===== config.mk =====
export PLATFORM = sky130hd
export DESIGN_NAME = swp_tx_flat
export DESIGN_NICKNAME = d
export VERILOG_FILES = /design/src/rtl/swp_pkg.sv /design/src/rtl/swp_tx_if.sv /design/src/rtl/swp_baud.sv /design/src/rtl/swp_tx.sv /design/src/flat_wrapper.sv
export SDC_FILE = /design/constraint.sdc
export NUM_CORES = 1
export LEC_CHECK = 0
export BUFFER_PORTS_ARGS = -buffer_cell sky130_fd_sc_hd__buf_2
export CAP_MARGIN = 20
export CORE_ASPECT_RATIO = 1.4
export CORE_MARGIN = 1.5
export CORE_UTILIZATION = 28
export DETAILED_ROUTE_END_ITERATION = 10
export GPL_ROUTABILITY_DRIVEN = 0
export PLACE_DENSITY = 0.46
export SLEW_MARGIN = 20
export SYNTH_ARGS = -nofsm -noshare
export SYNTH_HDL_FRONTEND = slang
export SYNTH_SLANG_ARGS = --single-unit

===== constraint.sdc =====
create_clock -name clk -period 7.6 [get_ports clk]
set_input_delay 1.14 -clock clk [delete_from_list [all_inputs] [get_ports clk]]
set_output_delay 1.14 -clock clk [all_outputs]
set_load 0.1 [all_outputs]

===== src/rtl/swp_pkg.sv =====
// Shared types and constants for the swp_tx serial transmitter.
// An 18-bit word leaves the block as three 8N1 characters, low byte first.
package swp_pkg;

    localparam int         WIDTH = 18;
    localparam int         BYTES = 3;
    localparam logic [5:0] PAD   = 6'b0;

    typedef enum logic [1:0] {
        IDLE  = 2'd0,
        START = 2'd1,
        DATA  = 2'd2,
        STOP  = 2'd3
    } state_t;

    // Character idx of a word; the last character carries the two top bits.
    function automatic logic [7:0] byte_sel(input logic [WIDTH-1:0] word,
                                            input logic [1:0]       idx);
        case (idx)
            2'd0:    return word[7:0];
            2'd1:    return word[15:8];
            default: return {PAD, word[17:16]};
        endcase
    endfunction

endpackage


===== src/rtl/swp_tx_if.sv =====
// Processor-side handshake of swp_tx: word, strobe, global enable, serial line and status.
interface swp_tx_if;
    import swp_pkg::*;

    logic             en;
    logic             start;
    logic [WIDTH-1:0] din;
    logic             tx;
    logic             busy;
    logic             done;

    modport master (output en, start, din, input tx, busy, done);
    modport slave  (input en, start, din, output tx, busy, done);

endinterface


===== src/rtl/swp_baud.sv =====
// Modulo-CLKS_PER_BIT bit-period counter; tick marks the wrap cycle.
// Frozen with the rest of the datapath while en is low.
module swp_baud #(
    parameter int CLKS_PER_BIT = 868
) (
    input  logic clk,
    input  logic rst,
    input  logic en,
    input  logic clr,
    output logic tick
);

    localparam int            CW   = (CLKS_PER_BIT > 2) ? $clog2(CLKS_PER_BIT) : 1;
    localparam logic [CW-1:0] LAST = CW'(CLKS_PER_BIT - 1);

    logic [CW-1:0] cnt;

    assign tick = en && (cnt == LAST);

    // NOTE: sequential state uses non-blocking assignments so every register
    // samples the pre-edge values regardless of process ordering.
    always_ff @(negedge clk) begin
        if (rst) begin
            cnt <= '0;
        end else if (en) begin
            if (clr || cnt == LAST)
                cnt <= '0;
            else
                cnt <= cnt + 1'b1;
        end
    end

endmodule


===== src/rtl/swp_tx.sv =====
// 18-bit word to three 8N1 characters; registered tx/busy/done, falling-edge datapath.
// Acceptance drives the start bit on the same edge, so first-bit latency is zero.
module swp_tx
    import swp_pkg::*;
#(
    parameter int CLKS_PER_BIT = 868
) (
    input  logic     clk,
    input  logic     rst,
    swp_tx_if.slave  bus
);

    state_t           state, state_nxt;
    logic [2:0]       bit_idx, bit_nxt;
    logic [1:0]       byte_idx, byte_nxt;
    logic [WIDTH-1:0] word;
    logic             tx_q, busy_q, done_q;
    logic             tx_nxt, busy_nxt, done_nxt;
    logic [7:0]       cur_byte;
    logic             tick;

    // Holding the counter clear in IDLE makes it start from 0 on acceptance.
    swp_baud #(.CLKS_PER_BIT(CLKS_PER_BIT)) u_baud (
        .clk  (clk),
        .rst  (rst),
        .en   (bus.en),
        .clr  (state == IDLE),
        .tick (tick)
    );

    assign bus.tx   = tx_q;
    assign bus.busy = busy_q;
    assign bus.done = done_q;

    always_ff @(negedge clk) begin
        if (rst) begin
            state    <= IDLE;
            bit_idx  <= '0;
            byte_idx <= '0;
            word     <= '0;
            tx_q     <= 1'b1;
            busy_q   <= 1'b0;
            done_q   <= 1'b0;
        end else if (bus.en) begin
            state    <= state_nxt;
            bit_idx  <= bit_nxt;
            byte_idx <= byte_nxt;
            if (state == IDLE && bus.start)
                word <= bus.din;
            tx_q     <= tx_nxt;
            busy_q   <= busy_nxt;
            done_q   <= done_nxt;
        end
    end

    // NOTE: each combinational output gets a default first, so no path can
    // leave it unassigned and infer a latch.
    always_comb begin
        state_nxt = state;
        bit_nxt   = bit_idx;
        byte_nxt  = byte_idx;
        case (state)
            IDLE: begin
                if (bus.start) begin
                    state_nxt = START;
                    bit_nxt   = '0;
                    byte_nxt  = '0;
                end
            end
            START: begin
                if (tick) begin
                    state_nxt = DATA;
                    bit_nxt   = '0;
                end
            end
            DATA: begin
                if (tick) begin
                    if (bit_idx == 3'd7)
                        state_nxt = STOP;
                    else
                        bit_nxt = bit_idx + 3'd1;
                end
            end
            STOP: begin
                if (tick) begin
                    if (byte_idx < 2'(BYTES - 1)) begin
                        state_nxt = START;
                        byte_nxt  = byte_idx + 2'd1;
                    end else begin
                        state_nxt = IDLE;
                    end
                end
            end
            default: state_nxt = IDLE;
        endcase
    end

    // Outputs are computed from the next state so they register on the transition edge.
    always_comb begin
        cur_byte = byte_sel(word, byte_nxt);
        tx_nxt   = 1'b1;
        busy_nxt = (state_nxt != IDLE);
        done_nxt = (state == STOP) && tick && (byte_idx == 2'(BYTES - 1));
        case (state_nxt)
            START:   tx_nxt = 1'b0;
            DATA:    tx_nxt = cur_byte[bit_nxt];
            default: tx_nxt = 1'b1;
        endcase
    end

endmodule

===== src/flat_wrapper.sv =====
// flat-port wrapper written by rule: the top's interface ports become plain ports
module swp_tx_flat import swp_pkg::*;
#(
    parameter int CLKS_PER_BIT = 868
)
  (clk, rst, bus_en, bus_start, bus_din, bus_tx, bus_busy, bus_done);
  swp_tx_if bus_i ();
  input  logic clk;
  input  logic rst;
  input wire logic [$bits(bus_i.en)-1:0] bus_en;
  input wire logic [$bits(bus_i.start)-1:0] bus_start;
  input wire logic [$bits(bus_i.din)-1:0] bus_din;
  output wire logic [$bits(bus_i.tx)-1:0] bus_tx;
  output wire logic [$bits(bus_i.busy)-1:0] bus_busy;
  output wire logic [$bits(bus_i.done)-1:0] bus_done;
  assign bus_i.en = bus_en;
  assign bus_i.start = bus_start;
  assign bus_i.din = bus_din;
  assign bus_tx = bus_i.tx;
  assign bus_busy = bus_i.busy;
  assign bus_done = bus_i.done;
  swp_tx #(.CLKS_PER_BIT(CLKS_PER_BIT)) u_core (.clk(clk), .rst(rst), .bus(bus_i));
endmodule

==> impl_metrics.sql <==
INSERT INTO impl_metrics (metric_group, metric, value, unit) VALUES
('routing', 'postRouteWirelength', '4870', 'microns'),
('critical_path', 'worst-setup-path-type', 'primary input to flop', ''),
('cts', 'number_of_sinks_handled_by_clock_tree_synthesis', '38', ''),
('run', 'maxCapViolations', '0', ''),
('yosys', 'syn-mean-instance-area', '8.42', 'sq um'),
('critical_path', 'critPathCaptureType', 'flop', ''),
('grt', 'grt.overflow.total', '0', ''),
('yosys', 'synthArstFlopShare', '0', '%'),
('layout', 'layout_common_cells', 'nand2_1 (52), inv_1 (42), dfxtp_1 (38), nor2_1 (26), buf_2 (24)', ''),
('routing', 'first_iter_violations', '52', ''),
('critical_path', 'start_kind', 'primary input', ''),
('power_and_ir_drop', 'power-per-cell-area', '208', 'nW/um^2'),
('sta', 'timing.slew.headroom', '54.2', '%'),
('routing', 'met3WireLength', '145', 'microns'),
('routing', 'drt.antenna.violating_nets', '0', ''),
('sta', 'timing.clock.skew', '22.5', 'ps'),
('place', 'place_hpwl', '3380', 'microns'),
('layout', 'area_growth_syn_to_layout', '23.6', '%'),
('place', 'numPortBuffers', '24', ''),
('layout', 'commonest_non_fill_non_tap_cell_in_the_layout', 'nand2_1', ''),
('yosys', 'yosys-top-cells-area', 'dfxtp_1 (37%), nand2_1 (9.6%), a21oi_1 (5.7%)', ''),
('critical_path', 'maximum_fanout_count_along_the_critical_path', '6', ''),
('die', 'io-pin-count', '25', ''),
('die', 'die_y', '104', 'microns'),
('layout', 'post_route_cells_drive_above_1_share', '17.5', '%'),
('yosys', 'netlist_instances', '241', ''),
('die', 'die_area', '7770', 'sq um'),
('grt', 'grt_pass1_wl', '8490', 'microns'),
('grt', 'pin_count_of_the_biggest_net_entering_global_routing', '33', ''),
('routing', 'wl_per_cell', '12.1', 'microns'),
('yosys', 'syn_nets', '271', ''),
('cts', 'clk_transition_reported_paths', '50', 'ps'),
('layout', 'final_area', '2510', 'sq um'),
('cts', 'post-cts-setup-buffers', '0', ''),
('place', 'placement.cell_area', '2260', 'sq um'),
('layout', 'n_antenna_cell', '0', ''),
('critical_path', 'worstPathRequired', '4030', 'ps'),
('power_and_ir_drop', 'peakVddDrop', '0.101', 'mV'),
('yosys', 'synth.largest_area_cell', 'dfxtp_1', ''),
('cts', 'clockBufferDepth', '2', ''),
('routing', 'wl_met1', '2030', 'microns'),
('cts', 'post_cts_hold_buffer_count', '0', ''),
('die', 'chipWidth', '75.0', 'microns'),
('routing', 'drt_first_pass_iters', '4', ''),
('layout', 'fin_nets', '337', ''),
('routing', 'routed-via-count', '1891', ''),
('routing', 'route.met2.wl', '2630', 'microns'),
('cts', 'htree_levels', '2', ''),
('grt', 'grt_util_all_layers', '13.8', '%'),
('min_path', 'hp-class', 'flop to flop', ''),
('routing', 'vias_per_cell', '4.69', ''),
('power_and_ir_drop', 'leakage', '1.13', 'nW'),
('routing', 'route.detailed.drc', '0', ''),
('die', 'core_region_area', '6980', 'sq um'),
('sta', 'drv_slew', '0', ''),
('sta', 'finalHoldViolations', '0', ''),
('routing', 'top_signal_layer_used', 'met4', ''),
('yosys', 'ys.flop_type', 'dfxtp_1', ''),
('cts', 'clk_latency', '370', 'ps'),
('sta', 'fin_hold_ws', '451', 'ps'),
('grt', 'grt_pass1_vias', '1961', ''),
('yosys', 'post-synth-top-area-fraction', '37.5', '%'),
('sta', 'setup-tns-final', '0', 'ps'),
('cts', 'cts_resized', '0', ''),
('yosys', 'synth_cell_type_count', '47', ''),
('yosys', 'synth_enable_flop_cells', '0', ''),
('place', 'number_of_placed_instances_taps_included', '358', ''),
('die', 'floorplan.initialDensity', '29.1', '%'),
('yosys', 'share_of_synthesized_area_occupied_by_flip_flops_and_latches', '37.5', '%'),
('cts', 'cts_tree', 'yes', ''),
('yosys', 'yosysWarningCount', '0', ''),
('cts', 'root_buffer', 'clkbuf_8', ''),
('yosys', 'synth.ff_latch_count', '38', ''),
('die', 'placement_rows', '36', ''),
('yosys', 'synth.cell_area', '2030', 'sq um'),
('run_status', 'outcome', 'finished clean', ''),
('critical_path', 'worst_ep_arrival_time', '3490', 'ps'),
('sta', 'grt_setup_unrepaired', 'false', ''),
('grt', 'grt_antenna_before_repair', '0', ''),
('layout', 'final_cells', '403', ''),
('sta', 'tightestPinTransition', '685', 'ps'),
('sta', 'setup_violations', '0', ''),
('cts', 'cts_buffers', '5', '');
synth_stat cells (all sizes together) (2+ instances only):
master / instances
o21ai: 4
nand3: 6
nor2: 26
a211oi: 6
xnor2: 3
nand4: 3
nand2: 52
buf: 2
mux2: 5
xor2: 5
clkbuf: 6
dfxtp: 38
a21oi: 23
and3: 3
inv: 5
o31ai: 2
o211a: 2
and2b: 3
mux2i: 7
ha: 8
nor3: 6
a2111oi: 2
nand4b: 2
nor3b: 3
a31oi: 2
per-layer routing:
layer,global-route usage (%),vias up
met5,0,-
met4,7.14,0
met3,5.54,5
met2,23.3,33
met1,14.1,880
li1,-,973
flip-flops by register name, summed over array words and instances (netlist names):
signal	cells
u_core.bit_idx	3
u_core.bus.busy	1
u_core.bus.done	1
u_core.bus.tx	1
u_core.byte_idx	2
u_core.state	2
u_core.u_baud.cnt	10
u_core.word	18
final cells by class:
cell class / instances / area [sq um]
inverters: 5 / 18.8
flip-flops and latches: 38 / 761
clock inverters: 41 / 186
multi-input cells: 188 / 1180
well taps: 95 / 119
clock buffers: 5 / 68.8
repair buffers: 31 / 173
fillers: 794 / 4470
cell families after synthesis:
group / share of synthesized area [%]
simple gates: 24.6
flops: 37.5
fa+ha+maj: 4.93
compound gates: 17.8
mux: 7.52
xor+xnor: 3.45
buf+inv: 4.25
final timing paths:
kind	slack [ps]	start	end	depth (start not counted)
max	540	bus_en	u_core.bus.tx	9
min	450	u_core.word[2]	u_core.word[2]	2
max reg2reg	4770	u_core.u_baud.cnt[0]	u_core.bus.tx	9
min reg2reg	450	u_core.word[2]	u_core.word[2]	2
report_power, final:
| part | switching [mW] | internal, mW |
|---|---|---|
| Combinational | 0.0346 | 0.0216 |
| Clock | 0.129 | 0.124 |
| Sequential | 0.00528 | 0.208 |
through the flow:
stage / power (mW) / setup slack (ps) / util (%)
floorplan: 0.287 / 276 / -
global placement: 0.304 / 198 / 32.3
detailed placement: 0.304 / 129 / 32.3
CTS: 0.535 / 510 / 35.9
global route: 0.563 / 396 / 35.9
finish: 0.522 / 542 / 35.9
worst max-delay path, stage by stage:
cell      delay (ps)
buf_2             90
or4b_4           490
o311a_4          330
a311oi_4         370
buf_4            240
mux2_2           340
and3_1           170
o31ai_1          190
a32oi_1          130
No activity file was read; power rests on OpenSTA's default activity.
